## src/rtl/raizing_snd_pkg.sv

```systemverilog
// Shared constants and types for the 68k-to-Z80 sound command mailbox.
package raizing_snd_pkg;
    localparam int IRQ_LEVEL   = 0;
    localparam int IRQ_LATCHED = 1;
    localparam int ACK_OFF     = 0;
    localparam int ACK_ON      = 1;

    typedef enum logic {
        IDLE    = 1'b0,
        PENDING = 1'b1
    } busy_st_e;
endpackage

```

## src/rtl/raizing_snd_mailbox_if.sv

```systemverilog
// Main-CPU and sound-CPU facing signals of the mailbox, one bundle per board.
interface raizing_snd_mailbox_if #(
    parameter int DW = 8,
    parameter int AW = 2
);
    logic          MAIN_WR;
    logic [DW-1:0] MAIN_DIN;
    logic          MAIN_BUSY;
    logic [DW-1:0] MAIN_REPLY;
    logic          Z80_RD;
    logic [DW-1:0] Z80_DOUT;
    logic          Z80_ACK;
    logic          Z80_REPLY_WR;
    logic [DW-1:0] Z80_REPLY_DIN;
    logic          Z80_IACK;
    logic          Z80_INT_N;
    logic [AW:0]   LEVEL;
    logic          OVERRUN;

    modport master (
        output MAIN_WR, MAIN_DIN, Z80_RD, Z80_ACK, Z80_REPLY_WR, Z80_REPLY_DIN, Z80_IACK,
        input  MAIN_BUSY, MAIN_REPLY, Z80_DOUT, Z80_INT_N, LEVEL, OVERRUN
    );
    modport slave (
        input  MAIN_WR, MAIN_DIN, Z80_RD, Z80_ACK, Z80_REPLY_WR, Z80_REPLY_DIN, Z80_IACK,
        output MAIN_BUSY, MAIN_REPLY, Z80_DOUT, Z80_INT_N, LEVEL, OVERRUN
    );
endinterface

```

## src/rtl/raizing_snd_fifo.sv

```systemverilog
// Synchronous command FIFO with a registered fall-through head and a
// look-ahead of next-cycle full/empty for the mailbox's registered flags.
module raizing_snd_fifo #(
    parameter int DW = 8,
    parameter int AW = 2
) (
    input  logic          clk,
    input  logic          rst_n,
    input  logic          push_i,
    input  logic          pop_i,
    input  logic [DW-1:0] din_i,
    output logic [DW-1:0] dout_o,
    output logic [AW:0]   level_o,
    output logic          push_ok_o,
    output logic          full_nxt_o,
    output logic          empty_nxt_o
);
    localparam int DEPTH = 1 << AW;
    // AW=0 still needs a 1-bit pointer; the spare entry is never addressed.
    localparam int PW    = (AW == 0) ? 1 : AW;
    localparam int MEMN  = 1 << PW;
    localparam logic [AW:0] FULL_LVL = (AW+1)'(DEPTH);
    localparam logic [AW:0] ONE      = (AW+1)'(1);

    logic [MEMN-1:0][DW-1:0] mem_q, mem_d;
    logic [PW-1:0]           wr_q, wr_d, rd_q, rd_d;
    logic [AW:0]             level_q, level_d;
    logic [DW-1:0]           dout_q, dout_d;
    logic                    full, empty, pop_ok;

    function automatic logic [PW-1:0] inc(input logic [PW-1:0] p);
        return (AW == 0) ? '0 : p + PW'(1);
    endfunction

    always_comb begin
        full      = (level_q == FULL_LVL);
        empty     = (level_q == '0);
        // a pop in the same cycle frees the slot, so push-while-full is legal
        push_ok_o = push_i && (!full || pop_i);
        pop_ok    = pop_i && !empty;
        wr_d      = push_ok_o ? inc(wr_q) : wr_q;
        rd_d      = pop_ok ? inc(rd_q) : rd_q;
        mem_d     = mem_q;
        if (push_ok_o) mem_d[wr_q] = din_i;
        level_d = level_q;
        if (push_ok_o && !pop_ok)      level_d = level_q + ONE;
        else if (!push_ok_o && pop_ok) level_d = level_q - ONE;
        // reading mem_d gives fall-through when pushing into an empty FIFO
        dout_d = (level_d == '0) ? dout_q : mem_d[rd_d];
    end

    always_ff @(posedge clk or negedge rst_n) begin
        if (!rst_n) begin
            mem_q   <= '0;
            wr_q    <= '0;
            rd_q    <= '0;
            level_q <= '0;
            dout_q  <= '0;
        end else begin
            mem_q   <= mem_d;
            wr_q    <= wr_d;
            rd_q    <= rd_d;
            level_q <= level_d;
            dout_q  <= dout_d;
        end
    end

    assign dout_o      = dout_q;
    assign level_o     = level_q;
    assign full_nxt_o  = (level_d == FULL_LVL);
    assign empty_nxt_o = (level_d == '0);
endmodule

```

## src/rtl/raizing_snd_mailbox.sv

```systemverilog
// 68k-to-Z80 sound command mailbox: command FIFO plus Z80 interrupt,
// main-CPU busy handshake, reply latch and sticky overrun flag.
module raizing_snd_mailbox
    import raizing_snd_pkg::*;
#(
    parameter int DW       = 8,
    parameter int AW       = 2,
    parameter int IRQ_MODE = IRQ_LATCHED,
    parameter int ACK_MODE = ACK_ON
) (
    input  logic                 CLK96,
    input  logic                 RESET96_N,
    raizing_snd_mailbox_if.slave mb
);
    logic          push_ok, full_nxt, empty_nxt, iack_rise;
    logic          iack_s_q, iack_p_q;
    busy_st_e      st_q, st_d;
    logic          busy_q, busy_d, int_n_q, int_n_d, ovr_q, ovr_d;
    logic [DW-1:0] reply_q, reply_d;

    raizing_snd_fifo #(.DW(DW), .AW(AW)) u_fifo (
        .clk         (CLK96),
        .rst_n       (RESET96_N),
        .push_i      (mb.MAIN_WR),
        .pop_i       (mb.Z80_RD),
        .din_i       (mb.MAIN_DIN),
        .dout_o      (mb.Z80_DOUT),
        .level_o     (mb.LEVEL),
        .push_ok_o   (push_ok),
        .full_nxt_o  (full_nxt),
        .empty_nxt_o (empty_nxt)
    );

    always_comb begin
        iack_rise = iack_s_q && !iack_p_q;
        st_d = st_q;
        if (push_ok)          st_d = PENDING;
        else if (mb.Z80_ACK)  st_d = IDLE;
        busy_d = full_nxt || (ACK_MODE == ACK_ON && st_d == PENDING);
        // a push landing on the IACK edge wins so that command is not missed
        if (IRQ_MODE == IRQ_LATCHED)
            int_n_d = push_ok ? 1'b0 : (iack_rise ? 1'b1 : int_n_q);
        else
            int_n_d = empty_nxt;
        ovr_d   = ovr_q || (mb.MAIN_WR && !push_ok);
        reply_d = mb.Z80_REPLY_WR ? mb.Z80_REPLY_DIN : reply_q;
    end

    always_ff @(posedge CLK96 or negedge RESET96_N) begin
        if (!RESET96_N) begin
            iack_s_q <= 1'b0;
            iack_p_q <= 1'b0;
            st_q     <= IDLE;
            busy_q   <= 1'b0;
            int_n_q  <= 1'b1;
            ovr_q    <= 1'b0;
            reply_q  <= '0;
        end else begin
            iack_s_q <= mb.Z80_IACK;
            iack_p_q <= iack_s_q;
            st_q     <= st_d;
            busy_q   <= busy_d;
            int_n_q  <= int_n_d;
            ovr_q    <= ovr_d;
            reply_q  <= reply_d;
        end
    end

    assign mb.MAIN_BUSY  = busy_q;
    assign mb.Z80_INT_N  = int_n_q;
    assign mb.OVERRUN    = ovr_q;
    assign mb.MAIN_REPLY = reply_q;
endmodule
```

## src/flat_wrapper.sv

```systemverilog
// flat-port wrapper written by rule: the top's interface ports become plain ports
module raizing_snd_mailbox_flat import raizing_snd_pkg::*;
#(
    parameter int DW       = 8,
    parameter int AW       = 2,
    parameter int IRQ_MODE = IRQ_LATCHED,
    parameter int ACK_MODE = ACK_ON
)
  (CLK96, RESET96_N, mb_MAIN_WR, mb_MAIN_DIN, mb_Z80_RD, mb_Z80_ACK, mb_Z80_REPLY_WR, mb_Z80_REPLY_DIN, mb_Z80_IACK, mb_MAIN_BUSY, mb_MAIN_REPLY, mb_Z80_DOUT, mb_Z80_INT_N, mb_LEVEL, mb_OVERRUN);
  raizing_snd_mailbox_if #(.DW(DW), .AW(AW)) mb_i ();
  input  logic CLK96;
  input  logic RESET96_N;
  input wire logic [$bits(mb_i.MAIN_WR)-1:0] mb_MAIN_WR;
  input wire logic [$bits(mb_i.MAIN_DIN)-1:0] mb_MAIN_DIN;
  input wire logic [$bits(mb_i.Z80_RD)-1:0] mb_Z80_RD;
  input wire logic [$bits(mb_i.Z80_ACK)-1:0] mb_Z80_ACK;
  input wire logic [$bits(mb_i.Z80_REPLY_WR)-1:0] mb_Z80_REPLY_WR;
  input wire logic [$bits(mb_i.Z80_REPLY_DIN)-1:0] mb_Z80_REPLY_DIN;
  input wire logic [$bits(mb_i.Z80_IACK)-1:0] mb_Z80_IACK;
  output wire logic [$bits(mb_i.MAIN_BUSY)-1:0] mb_MAIN_BUSY;
  output wire logic [$bits(mb_i.MAIN_REPLY)-1:0] mb_MAIN_REPLY;
  output wire logic [$bits(mb_i.Z80_DOUT)-1:0] mb_Z80_DOUT;
  output wire logic [$bits(mb_i.Z80_INT_N)-1:0] mb_Z80_INT_N;
  output wire logic [$bits(mb_i.LEVEL)-1:0] mb_LEVEL;
  output wire logic [$bits(mb_i.OVERRUN)-1:0] mb_OVERRUN;
  assign mb_i.MAIN_WR = mb_MAIN_WR;
  assign mb_i.MAIN_DIN = mb_MAIN_DIN;
  assign mb_i.Z80_RD = mb_Z80_RD;
  assign mb_i.Z80_ACK = mb_Z80_ACK;
  assign mb_i.Z80_REPLY_WR = mb_Z80_REPLY_WR;
  assign mb_i.Z80_REPLY_DIN = mb_Z80_REPLY_DIN;
  assign mb_i.Z80_IACK = mb_Z80_IACK;
  assign mb_MAIN_BUSY = mb_i.MAIN_BUSY;
  assign mb_MAIN_REPLY = mb_i.MAIN_REPLY;
  assign mb_Z80_DOUT = mb_i.Z80_DOUT;
  assign mb_Z80_INT_N = mb_i.Z80_INT_N;
  assign mb_LEVEL = mb_i.LEVEL;
  assign mb_OVERRUN = mb_i.OVERRUN;
  raizing_snd_mailbox #(.DW(DW), .AW(AW), .IRQ_MODE(IRQ_MODE), .ACK_MODE(ACK_MODE)) u_core (.CLK96(CLK96), .RESET96_N(RESET96_N), .mb(mb_i));
endmodule
```

## config.mk

```make
export PLATFORM = sky130hd
export DESIGN_NAME = raizing_snd_mailbox_flat
export DESIGN_NICKNAME = d
export VERILOG_FILES = /design/src/rtl/raizing_snd_pkg.sv /design/src/rtl/raizing_snd_mailbox_if.sv /design/src/rtl/raizing_snd_fifo.sv /design/src/rtl/raizing_snd_mailbox.sv /design/src/flat_wrapper.sv
export SDC_FILE = /design/constraint.sdc
export NUM_CORES = 1
export LEC_CHECK = 0
export ABC_AREA = 1
export BUFFER_PORTS_ARGS = -buffer_cell sky130_fd_sc_hd__clkbuf_2
export CORE_MARGIN = 3
export CORE_UTILIZATION = 40
export DETAILED_ROUTE_END_ITERATION = 12
export GPL_TIMING_DRIVEN = 0
export PLACE_DENSITY = 0.63
export SYNTH_ARGS = -nofsm -noshare
export SYNTH_HDL_FRONTEND = slang
export SYNTH_SLANG_ARGS = --single-unit
export TNS_END_PERCENT = 1
```

## constraint.sdc

```tcl
create_clock -name CLK96 -period 2.1 [get_ports CLK96]
set_clock_uncertainty 0.15 [all_clocks]
set_input_delay 0.315 -clock CLK96 [delete_from_list [all_inputs] [get_ports CLK96]]
set_output_delay 0.315 -clock CLK96 [all_outputs]
set_load 0.01 [all_outputs]
```

==> qor.csv, run 1 <==
stage;metric;value;unit
status;status;complete, no violations;
clock_network;h-tree-depth;3;
sta;relSlewSlack;0.4300;
critical_path;end_kind;flop;
yosys;synth_cell_type_count;27;
floorplanning;coreArea;7848;sq um
clock_network;cts_tree;done;
placement;portBuffers;43;
yosys;syn-cell-area;3281;sq um
sta;min_period_over_period;0.9595;
floorplanning;initial_core_util;0.4180;
detailed_routing;wl_per_cell;13.97;um
power_and_ir_drop;p_sw_frac;0.4353;
power_and_ir_drop;p_leak;0.002172;uW
global_routing;grt_usage;0.1903;
yosys;syn_avg_cell_area;7.811;sq um
critical_path;path_max_fanout;10;
global_routing;overflow;0;
detailed_routing;first_pass_iters;5;
clock_network;cts_buffer_depth;2;
cells_and_area;drive_gt1_frac;0.2434;
critical_path;r2r-end;u_core.u_fifo.dout_o[3]$_DFFE_PN0P_;
global_routing;grt_pass1_wl;13570;um
clock_network;path_clk_slew;70;ps
yosys;ys.flop_type;dfrtp_1;
critical_path;critPathRequiredTime;2190;ps
detailed_routing;drtIter0Drc;223;
sta;fmax;496.3;MHz
critical_path;ff2ff_path_depth;11;
detailed_routing;avgViaCountPerCell;5.064;
placement;placed_area;3626;sq um
floorplanning;io-pin-count;45;
hold_path;hp-class;in -> reg;
floorplanning;die_height;96.56;um
yosys;synth_fp_nets;450;
power_and_ir_drop;p_per_area;1604;nW/um^2
power_and_ir_drop;p_int;3685;uW
placement;dp.final_hpwl;5766;um
yosys;synth.largest_area_cell;dfrtp_1;
detailed_routing;finalWirelength;8257;um
sta;setup_viol;0;
yosys;synth_edf_count;0;
placement;gp_congestion;0.8387;
yosys;netlist_top_cells_area;dfrtp_1, nand2_1, nand3_1;
yosys;ys_async_sr_fraction;1.000;
job;cap_violations;0;
clock_network;clockRootBuffer;clkbuf_8;
floorplanning;die_x;96.56;um
detailed_routing;ant_nets;0;
hold_path;holdCritStartpoint;mb_Z80_REPLY_DIN[7];
critical_path;cp-start-kind;flop;
floorplanning;die_area;9324;sq um
cells_and_area;syn_to_final_growth;23.99;%
hold_path;holdPathStages;2;
global_routing;grt_pass1_vias;2820;
clock_network;clock-sinks;61;
yosys;netlist_top_cells_count;nand2_1, nand3_1, dfrtp_1;
power_and_ir_drop;clkPwrFrac;0.183;
critical_path;r2r_start;u_core.u_fifo.level_o[0]$_DFF_PN0_;
yosys;yosys_warnings;0;
placement;dp.cells;565;
cells_and_area;finalNonFillerCells;591;
power_and_ir_drop;p_total;6526;uW
power_and_ir_drop;netSwitchingPower;2840;uW
cells_and_area;stdcell_area;4068;sq um
detailed_routing;num_vias;2993;
yosys;synthMostInstantiatedCell;nand2_1;
sta;slew_violations;0;
critical_path;reg2reg_setup_slack;90;ps
cells_and_area;insertedDiodeCount;0;
floorplanning;row_count;32;
power_and_ir_drop;power_frac_comb;0.515;
yosys;synthesis.instances;420;
hold_path;hold_end;u_core.mb.MAIN_REPLY[7]$_DFFE_PN0P_;
global_routing;grt_max_degree;62;
detailed_routing;drc;0;
cells_and_area;finalNetCount;514;
clock_network;numCtsBuffers;9;
yosys;ys_seq_elements;61;
power_and_ir_drop;ir_drop;0.0006484;V
critical_path;critPathKind;reg -> reg;
power_and_ir_drop;seqPwrFrac;0.302;
sta;worstMarginPinSlew;855.0;ps
yosys;yosysSeqAreaShare;0.4657;
sta;hold_violations;0;
critical_path;startpoint;u_core.u_fifo.level_o[0]$_DFF_PN0_;
sta;layout_min_cycle_time;2015;ps
clock_network;clock_latency;340;ps
sta;rsz0062_at_grt;true;
global_routing;antenna_found_initial;0;
critical_path;worst_ep_arrival_time;2100;ps
yosys;synth_top_area_share;0.4577;
[registers in the layout (all words and copies together) (netlist names)]
name and flops:
u_core.iack_s_q 1, u_core.st_q 1, u_core.u_fifo.rd_q 2, u_core.u_fifo.wr_q 2, u_core.mb.MAIN_REPLY 8, u_core.mb.MAIN_BUSY 1, u_core.mb.OVERRUN 1, u_core.mb.Z80_INT_N 1
u_core.u_fifo.dout_o 8, u_core.u_fifo.mem_q 32, u_core.u_fifo.level_o 3, u_core.iack_p_q 1
[worst max path at each step]
stage,slack [ps],to
floorplan,140,u_core.u_fifo.dout_o[0]$_DFFE_PN0P_
global placement,-180,u_core.u_fifo.dout_o[2]$_DFFE_PN0P_
detailed placement,-210,u_core.u_fifo.dout_o[2]$_DFFE_PN0P_
CTS,30,u_core.u_fifo.dout_o[7]$_DFFE_PN0P_
global route,-20,u_core.u_fifo.dout_o[6]$_DFFE_PN0P_
finish,90,u_core.u_fifo.dout_o[3]$_DFFE_PN0P_
[area by class of cell]
class / count / area, sq um
Sequential cell: 61 / 1528
Tap cell: 102 / 127.6
Fill cell: 775 / 3780
Buffer: 12 / 93.84
Clock buffer: 12 / 155.1
Clock inverter: 4 / 70.07
Multi-Input combinational cell: 306 / 1623
Inverter: 40 / 152.6
Timing Repair Buffer: 54 / 317.8
[placed cells by master (no fill, tap or decap)]
| master | count |
|---|---|
| xor2_1 | 2 |
| a21oi_1 | 1 |
| o21bai_1 | 1 |
| clkbuf_1 | 2 |
| clkbuf_8 | 11 |
| buf_12 | 1 |
| nor2_1 | 2 |
| inv_4 | 1 |
| buf_4 | 10 |
| nor2_8 | 1 |
| nand3_2 | 3 |
| ha_2 | 3 |
| dfrtp_1 | 60 |
| ha_1 | 3 |
| mux2_2 | 8 |
| inv_2 | 4 |
| buf_8 | 1 |
| a21oi_2 | 1 |
| nand2_1 | 171 |
| nor2_4 | 1 |
| buf_6 | 2 |
| nand3_1 | 64 |
| xnor2_2 | 1 |
| dlygate4sd3_1 | 2 |
| nand3_4 | 3 |
| nand2_2 | 4 |
| clkbuf_2 | 44 |
| o21ai_0 | 25 |
| clkinv_2 | 2 |
| inv_1 | 35 |
| xnor2_1 | 1 |
| ha_4 | 1 |
| clkbuf_4 | 4 |
| a21oi_4 | 1 |
| o21ai_1 | 1 |
| nand2_4 | 7 |
| dfstp_2 | 1 |
| xor2_4 | 1 |
| bufinv_16 | 2 |
| buf_2 | 1 |
[routing by layer]
layer	GRT usage	wire [um]
met4	0.07360	183
met2	0.2954	3791
met1	0.2659	3864
met3	0.03098	417
met5	0	0
[kinds of logic after synthesis]
group / synth area share
simple gates: 0.3440
fa+ha+maj: 0.02670
xor+xnor: 0.01564
flops: 0.4657
mux: 0.02746
compound gates: 0.05111
buf+inv: 0.06941
[per-stage QoR]
step	setup TNS [ps]	setup slack, ps	hold WS [ps]	util
5_1_grt	-66.06	-20.72	52.72	0.5183
2_1_floorplan	0	135.1	-130.6	-
6_report	0	85.10	57.80	0.5183
3_5_place_dp	-1345	-207.8	213.6	0.4621
4_1_cts	0	26.02	41.70	0.4968
3_3_place_gp	-1077	-180.4	207.8	0.4617
[power by group through the flow]
stage,Combinational (uW),Sequential (uW),Clock (uW)
finish,3360,1970,1200
global route,3820,2030,1260
CTS,3030,1950,1210
detailed placement,2970,1970,0
global placement,2900,1950,0
floorplan,2100,1980,0
[critical path: stages (launching register included)]
cell     delay (ps)
dfrtp_1         430
inv_2            90
ha_4            190
a21oi_2         200
nand2_1         120
nand2_4         150
buf_6           170
nand3_1         130
nand3_2          90
nand2_1          70
nand2_1          70
nand2_1          50
[repair_timing]
item,in CTS,in global routing
hold buffers,2,0
buffers inserted,0,9
pin swaps,0,2
gates cloned,0,1
endpoints found under the hold margin,59,0
setup endpoints to repair,9,9
resized for setup,8,23
No activity file was read; power rests on OpenSTA's default activity.
==> inputs of run 2 (changes only) <==
--- a/config.mk
+++ b/config.mk
@@ -6,7 +6,7 @@
 export NUM_CORES = 1
 export LEC_CHECK = 0
 export ABC_AREA = 1
-export BUFFER_PORTS_ARGS = -buffer_cell sky130_fd_sc_hd__clkbuf_2
+export BUFFER_PORTS_ARGS = -buffer_cell sky130_fd_sc_hd__buf_2
 export CORE_MARGIN = 3
 export CORE_UTILIZATION = 40
 export DETAILED_ROUTE_END_ITERATION = 12
==> run 2 against run 1 <==
Die area unchanged; first-iteration DRC count down 4.5%; clock power down 9%; clock-buffer cell count is 2 lower.
==> qor.csv, run 2 (same netlist as run 1, synthesis figures left out) <==
stage;metric;value;unit
status;status;complete, no violations;
job;cap_violations;0;
critical_path;critPathKind;reg -> reg;
cells_and_area;final_common_cell;nand2_1;
placement;gp_congestion;0.8790;
critical_path;cp-start-kind;flop;
power_and_ir_drop;ir_drop;0.0006372;V
cells_and_area;finalNetCount;515;
placement;portBuffers;43;
placement;dp.final_hpwl;5716;um
sta;fmax;509.3;MHz
critical_path;path_max_fanout;10;
global_routing;grt_pass1_wl;13540;um
global_routing;grt_pass1_vias;2754;
critical_path;end_kind;flop;
critical_path;startpoint;u_core.u_fifo.level_o[0]$_DFF_PN0_;
cells_and_area;stdcell_area;4033;sq um
clock_network;cts_buffer_depth;2;
critical_path;critPathRequiredTime;2190;ps
sta;layout_min_cycle_time;1963;ps
detailed_routing;ant_nets;0;
hold_path;holdCritStartpoint;mb_Z80_REPLY_DIN[4];
sta;worstMarginPinSlew;778.2;ps
placement;placed_area;3623;sq um
floorplanning;die_area;9324;sq um
cells_and_area;largest_reg_flops;32;
sta;hold_violations;0;
detailed_routing;avgViaCountPerCell;5.003;
cells_and_area;insertedDiodeCount;0;
cells_and_area;regMostFlops;u_core.u_fifo.mem_q;
cells_and_area;final_cell_mix;nand2_1, nand3_1, dfrtp_1, buf_2, inv_1;
global_routing;grt_max_degree;62;
detailed_routing;num_vias;2962;
clock_network;clock-sinks;61;
critical_path;crit_end;u_core.u_fifo.dout_o[6]$_DFFE_PN0P_;
cells_and_area;drive_gt1_frac;0.2408;
detailed_routing;finalWirelength;8259;um
clock_network;cts_tree;done;
sta;relSlewSlack;0.4812;
cells_and_area;syn_to_final_growth;22.92;%
critical_path;r2r_start;u_core.u_fifo.level_o[0]$_DFF_PN0_;
detailed_routing;drc;0;
clock_network;path_clk_slew;70;ps
sta;slew_violations;0;
floorplanning;die_height;96.56;um
critical_path;reg2reg_setup_slack;140;ps
detailed_routing;wl_per_cell;13.95;um
detailed_routing;first_pass_iters;5;
floorplanning;coreArea;7848;sq um
clock_network;numCtsBuffers;9;
power_and_ir_drop;p_per_area;1575;nW/um^2
clock_network;clockRootBuffer;clkbuf_8;
critical_path;worst_ep_arrival_time;2050;ps
sta;min_period_over_period;0.9350;
clock_network;clock_latency;340;ps
global_routing;grt_usage;0.1917;
detailed_routing;drtIter0Drc;213;
critical_path;r2r-end;u_core.u_fifo.dout_o[6]$_DFFE_PN0P_;
floorplanning;initial_core_util;0.4180;
global_routing;antenna_found_initial;0;
floorplanning;row_count;32;
floorplanning;io-pin-count;45;
power_and_ir_drop;p_leak;0.002142;uW
floorplanning;die_x;96.56;um
placement;dp.cells;565;
cells_and_area;finalNonFillerCells;592;
critical_path;ff2ff_path_depth;12;
sta;rsz0062_at_grt;true;
clock_network;h-tree-depth;3;
sta;setup_viol;0;
global_routing;overflow;0;
hold_path;hp-class;in -> reg;
## run 2: timing repair
item | in CTS | in global routing
endpoints found under the hold margin | 1 | 60
pin swaps | 1 | 4
hold buffers | 1 | 1
buffers inserted | 1 | 10
setup endpoints to repair | 9 | 9
resized for setup | 8 | 17
## run 2: report_power, final
group,total (uW),internal [uW],switching (uW)
Combinational,3290,1270,2020
Clock,1090,588,503
Sequential,1970,1670,305
Total,6350,3520,2830
## run 2: critical path: stages, from the launching register on
cell	delay [ps]
dfrtp_1	420
inv_2	110
ha_4	170
nand2_2	100
nand2_4	90
nand2_1	80
nand2_4	150
buf_6	170
nand3_1	110
nand3_1	100
nand2_1	90
nand2_1	80
nand2_1	50
## run 2: layer usage
layer	wire [um]	track usage	part of all wire	vias up
met2	3902	0.3000	0.47	94
li1	-	-	-	1462
met1	3767	0.2662	0.46	1396
met4	99	0.05023	0.012	0
met3	489	0.04725	0.059	10
met5	0	0	0	-
## run 2: area by class of cell
| cell class | count | area [sq um] |
|---|---|---|
| flip-flops and latches | 61 | 1528 |
| repair buffers | 56 | 320.3 |
| fillers | 785 | 3815 |
| multi-input cells | 305 | 1608 |
| clock inverters | 6 | 70.07 |
| plain buffers | 12 | 88.84 |
| inverters | 40 | 152.6 |
| clock buffers | 10 | 137.6 |
| well taps | 102 | 127.6 |
## run 2: worst min path at each step
stage | to | slack, ps | cells past startpoint
finish | u_core.mb.MAIN_REPLY[4]$_DFFE_PN0P_ | 50 | 2
global route | u_core.mb.MAIN_REPLY[4]$_DFFE_PN0P_ | 40 | 2
CTS | u_core.mb.MAIN_REPLY[0]$_DFFE_PN0P_ | 40 | 2
detailed placement | u_core.iack_p_q$_DFF_PN0_ | 220 | 0
global placement | u_core.iack_p_q$_DFF_PN0_ | 210 | 0
floorplan | u_core.iack_p_q$_DFF_PN0_ | -130 | 0
## run 2: through the flow
stage | setup slack, ps | setup TNS, ps | hold WS, ps | utilization | power, uW
final | 136.6 | 0 | 51.73 | 0.5139 | 6350
after detailed placement | -173.3 | -1095 | 219.6 | 0.4617 | 4943
after global placement | -171.5 | -1035 | 208.8 | 0.4617 | 4844
after CTS | 1.009 | 0 | 35.23 | 0.4933 | 6098
after global routing | -23.21 | -58.34 | 35.75 | 0.5139 | 6931
after floorplan | 135.1 | 0 | -130.6 | - | 4081
==> inputs of run 3 (changes only) <==
--- a/config.mk
+++ b/config.mk
@@ -7,12 +7,14 @@
 export LEC_CHECK = 0
 export ABC_AREA = 1
 export BUFFER_PORTS_ARGS = -buffer_cell sky130_fd_sc_hd__buf_2
+export CELL_PAD_IN_SITES_DETAIL_PLACEMENT = 1
+export CELL_PAD_IN_SITES_GLOBAL_PLACEMENT = 1
 export CORE_MARGIN = 3
 export CORE_UTILIZATION = 40
 export DETAILED_ROUTE_END_ITERATION = 12
 export GPL_TIMING_DRIVEN = 0
-export PLACE_DENSITY = 0.63
+export PLACE_DENSITY = 0.8
 export SYNTH_ARGS = -nofsm -noshare
 export SYNTH_HDL_FRONTEND = slang
 export SYNTH_SLANG_ARGS = --single-unit
-export TNS_END_PERCENT = 1
+export TNS_END_PERCENT = 5
==> run 3 against run 2 <==
Combinational power rose by 9.1%; maximum frequency shrank 4.6%; design area rose by 0.62%; register-to-register slack worse by 95 ps; core utilization up 0.32 points; non-clock buffer count is 1 higher; global-route usage rose by 2.8 points; clock power is 6% lower; via count grew 4.2%.
==> qor.csv, run 3 (same netlist as run 1, synthesis figures left out) <==
stage;metric;value;unit
status;status;complete, no violations;
critical_path;critPathKind;reg -> reg;
clock_network;numCtsBuffers;9;
critical_path;end_kind;flop;
floorplanning;die_area;9324;sq um
placement;gp_congestion;0.8332;
sta;setup_viol;0;
critical_path;cp-start-kind;flop;
cells_and_area;regMostFlops;u_core.u_fifo.mem_q;
clock_network;h-tree-depth;3;
power_and_ir_drop;ir_drop;0.0006097;V
detailed_routing;wl_per_cell;17.01;um
cells_and_area;fillCellCount;1011;
detailed_routing;drtIter0Drc;167;
job;cap_violations;0;
global_routing;grt_pass1_vias;3136;
floorplanning;initial_core_util;0.4180;
clock_network;clockRootBuffer;clkbuf_8;
global_routing;grt_pass1_wl;15410;um
placement;portBuffers;43;
cells_and_area;final_cell_mix;nand2_1, nand3_1, dfrtp_1, buf_2, inv_1;
hold_path;hp-class;in -> reg;
cells_and_area;utilization;0.5171;
sta;fmax;485.8;MHz
critical_path;worst_ep_arrival_time;2140;ps
placement;dp.final_hpwl;6789;um
detailed_routing;drc;0;
power_and_ir_drop;p_per_area;1626;nW/um^2
power_and_ir_drop;clkPwrFrac;0.154;
critical_path;path_cells;inv_2, ha_4, nand2_2, nand2_4, nand2_1, nand2_4, buf_4, nand3_1, nand3_1, nand2_1, nand2_1, nand2_1;
cells_and_area;drive_gt1_frac;0.2505;
floorplanning;coreArea;7848;sq um
critical_path;startpoint;u_core.u_fifo.level_o[0]$_DFF_PN0_;
clock_network;clock_latency;350;ps
sta;slew_violations;0;
cells_and_area;finalNetCount;517;
critical_path;critPathRequiredTime;2180;ps
global_routing;grt_usage;0.2195;
cells_and_area;largest_reg_flops;32;
clock_network;cts_buffer_depth;2;
global_routing;overflow;0;
placement;pre_cts_slack;-264.9;ps
sta;min_period_over_period;0.9803;
power_and_ir_drop;p_total;6598;uW
power_and_ir_drop;p_leak;0.002144;uW
placement;placed_area;3626;sq um
sta;hold_violations;0;
cells_and_area;multiInputGateArea;1649;sq um
global_routing;antenna_found_initial;0;
critical_path;crit_top_cell;nand2_1;
detailed_routing;num_vias;3086;
sta;layout_min_cycle_time;2059;ps
global_routing;grt_max_degree;62;
detailed_routing;first_pass_iters;4;
sta;timing.final.ws_setup;41.42;ps
detailed_routing;ant_nets;0;
floorplanning;io-pin-count;45;
clock_network;path_clk_slew;70;ps
sta;relSlewSlack;0.4510;
power_and_ir_drop;power_frac_comb;0.544;
detailed_routing;avgViaCountPerCell;5.204;
power_and_ir_drop;seqPwrFrac;0.302;
floorplanning;die_height;96.56;um
floorplanning;die_x;96.56;um
detailed_routing;finalWirelength;10090;um
cells_and_area;syn_to_final_growth;23.68;%
hold_path;holdCritStartpoint;mb_Z80_REPLY_DIN[3];
cells_and_area;insertedDiodeCount;0;
cells_and_area;stdcell_area;4058;sq um
cells_and_area;final_common_cell;nand2_1;
sta;worstMarginPinSlew;823.5;ps
critical_path;path_max_fanout;10;
clock_network;clock-sinks;61;
clock_network;cts_tree;done;
power_and_ir_drop;p_sw_frac;0.4635;
critical_path;r2r_start;u_core.u_fifo.level_o[0]$_DFF_PN0_;
power_and_ir_drop;netSwitchingPower;3058;uW
critical_path;critPathMaxStageDelay;400;ps
critical_path;crit_slowest_cell;dfrtp_1;
cells_and_area;regArea;1529;sq um
floorplanning;row_count;32;
power_and_ir_drop;p_int;3540;uW
run 3: final timing paths:
| path | slack (ps) | end | depth (start not counted) |
|---|---|---|---|
| min in group asynchronous | 430 | u_core.iack_s_q$_DFF_PN0_ | 2 |
| worst min-delay path | 50 | u_core.mb.MAIN_REPLY[3]$_DFFE_PN0P_ | 2 |
| max in group asynchronous | 790 | u_core.u_fifo.wr_q[0]$_DFFE_PN0N_ | 2 |
| worst max register to register | 40 | u_core.u_fifo.dout_o[1]$_DFFE_PN0P_ | 12 |
| worst min register to register | 230 | u_core.iack_p_q$_DFF_PN0_ | 0 |
| worst max-delay path | 40 | u_core.u_fifo.dout_o[1]$_DFFE_PN0P_ | 12 |
run 3: routing by layer:
layer	routed length (um)	share of wire	global-route usage	vias to the layer above
li1	-	-	-	1464
met3	485	0.048	0.04338	18
met1	4403	0.44	0.2920	1529
met2	5028	0.50	0.3661	75
met5	0	0	0	-
met4	167	0.017	0.05724	0
run 3: what timing repair did:
action	CTS	global route
gates resized for setup	9	23
setup buffers	2	10
endpoints found under the setup margin	9	9
hold buffers	2	0
pin swaps	1	2
cloned	0	1
endpoints found under the hold margin	61	0
run 3: power by group through the flow:
stage | Clock, uW | Sequential (uW) | Combinational (uW)
detailed placement | 0 | 1980 | 3080
global placement | 0 | 1940 | 2930
global route | 1080 | 2050 | 3990
floorplan | 0 | 1980 | 2100
finish | 1020 | 1990 | 3590
CTS | 1030 | 1950 | 3180
run 3: worst max-delay path: cells and delay by family, from the launching register on:
family                     cells  cell delay, ps
and+or+nand+nor                9             910
DFF                            1             400
buffers and inverters          2             310
adders and majority gates      1             180
run 3: final cells by class:
type                       count  share of cell area
tap                          102             0.03145
clock buffer                  10             0.03145
buffer                        12             0.02158
timing repair buffer          57             0.08079
multi-input combinational    306              0.4064
inverter                      40             0.03854
sequential                    61              0.3768
clock inverter                 5             0.01295
run 3: metrics by stage:
step / TNS, ps / std cells / hold WS, ps
after global routing: -60.16 / 593 / 44.33
after detailed placement: -1638 / 565 / 218.8
after global placement: -1473 / 565 / 208.9
after floorplan: 0 / 420 / -130.6
after CTS: 0 / 582 / 42.01
final: 0 / 593 / 45.55
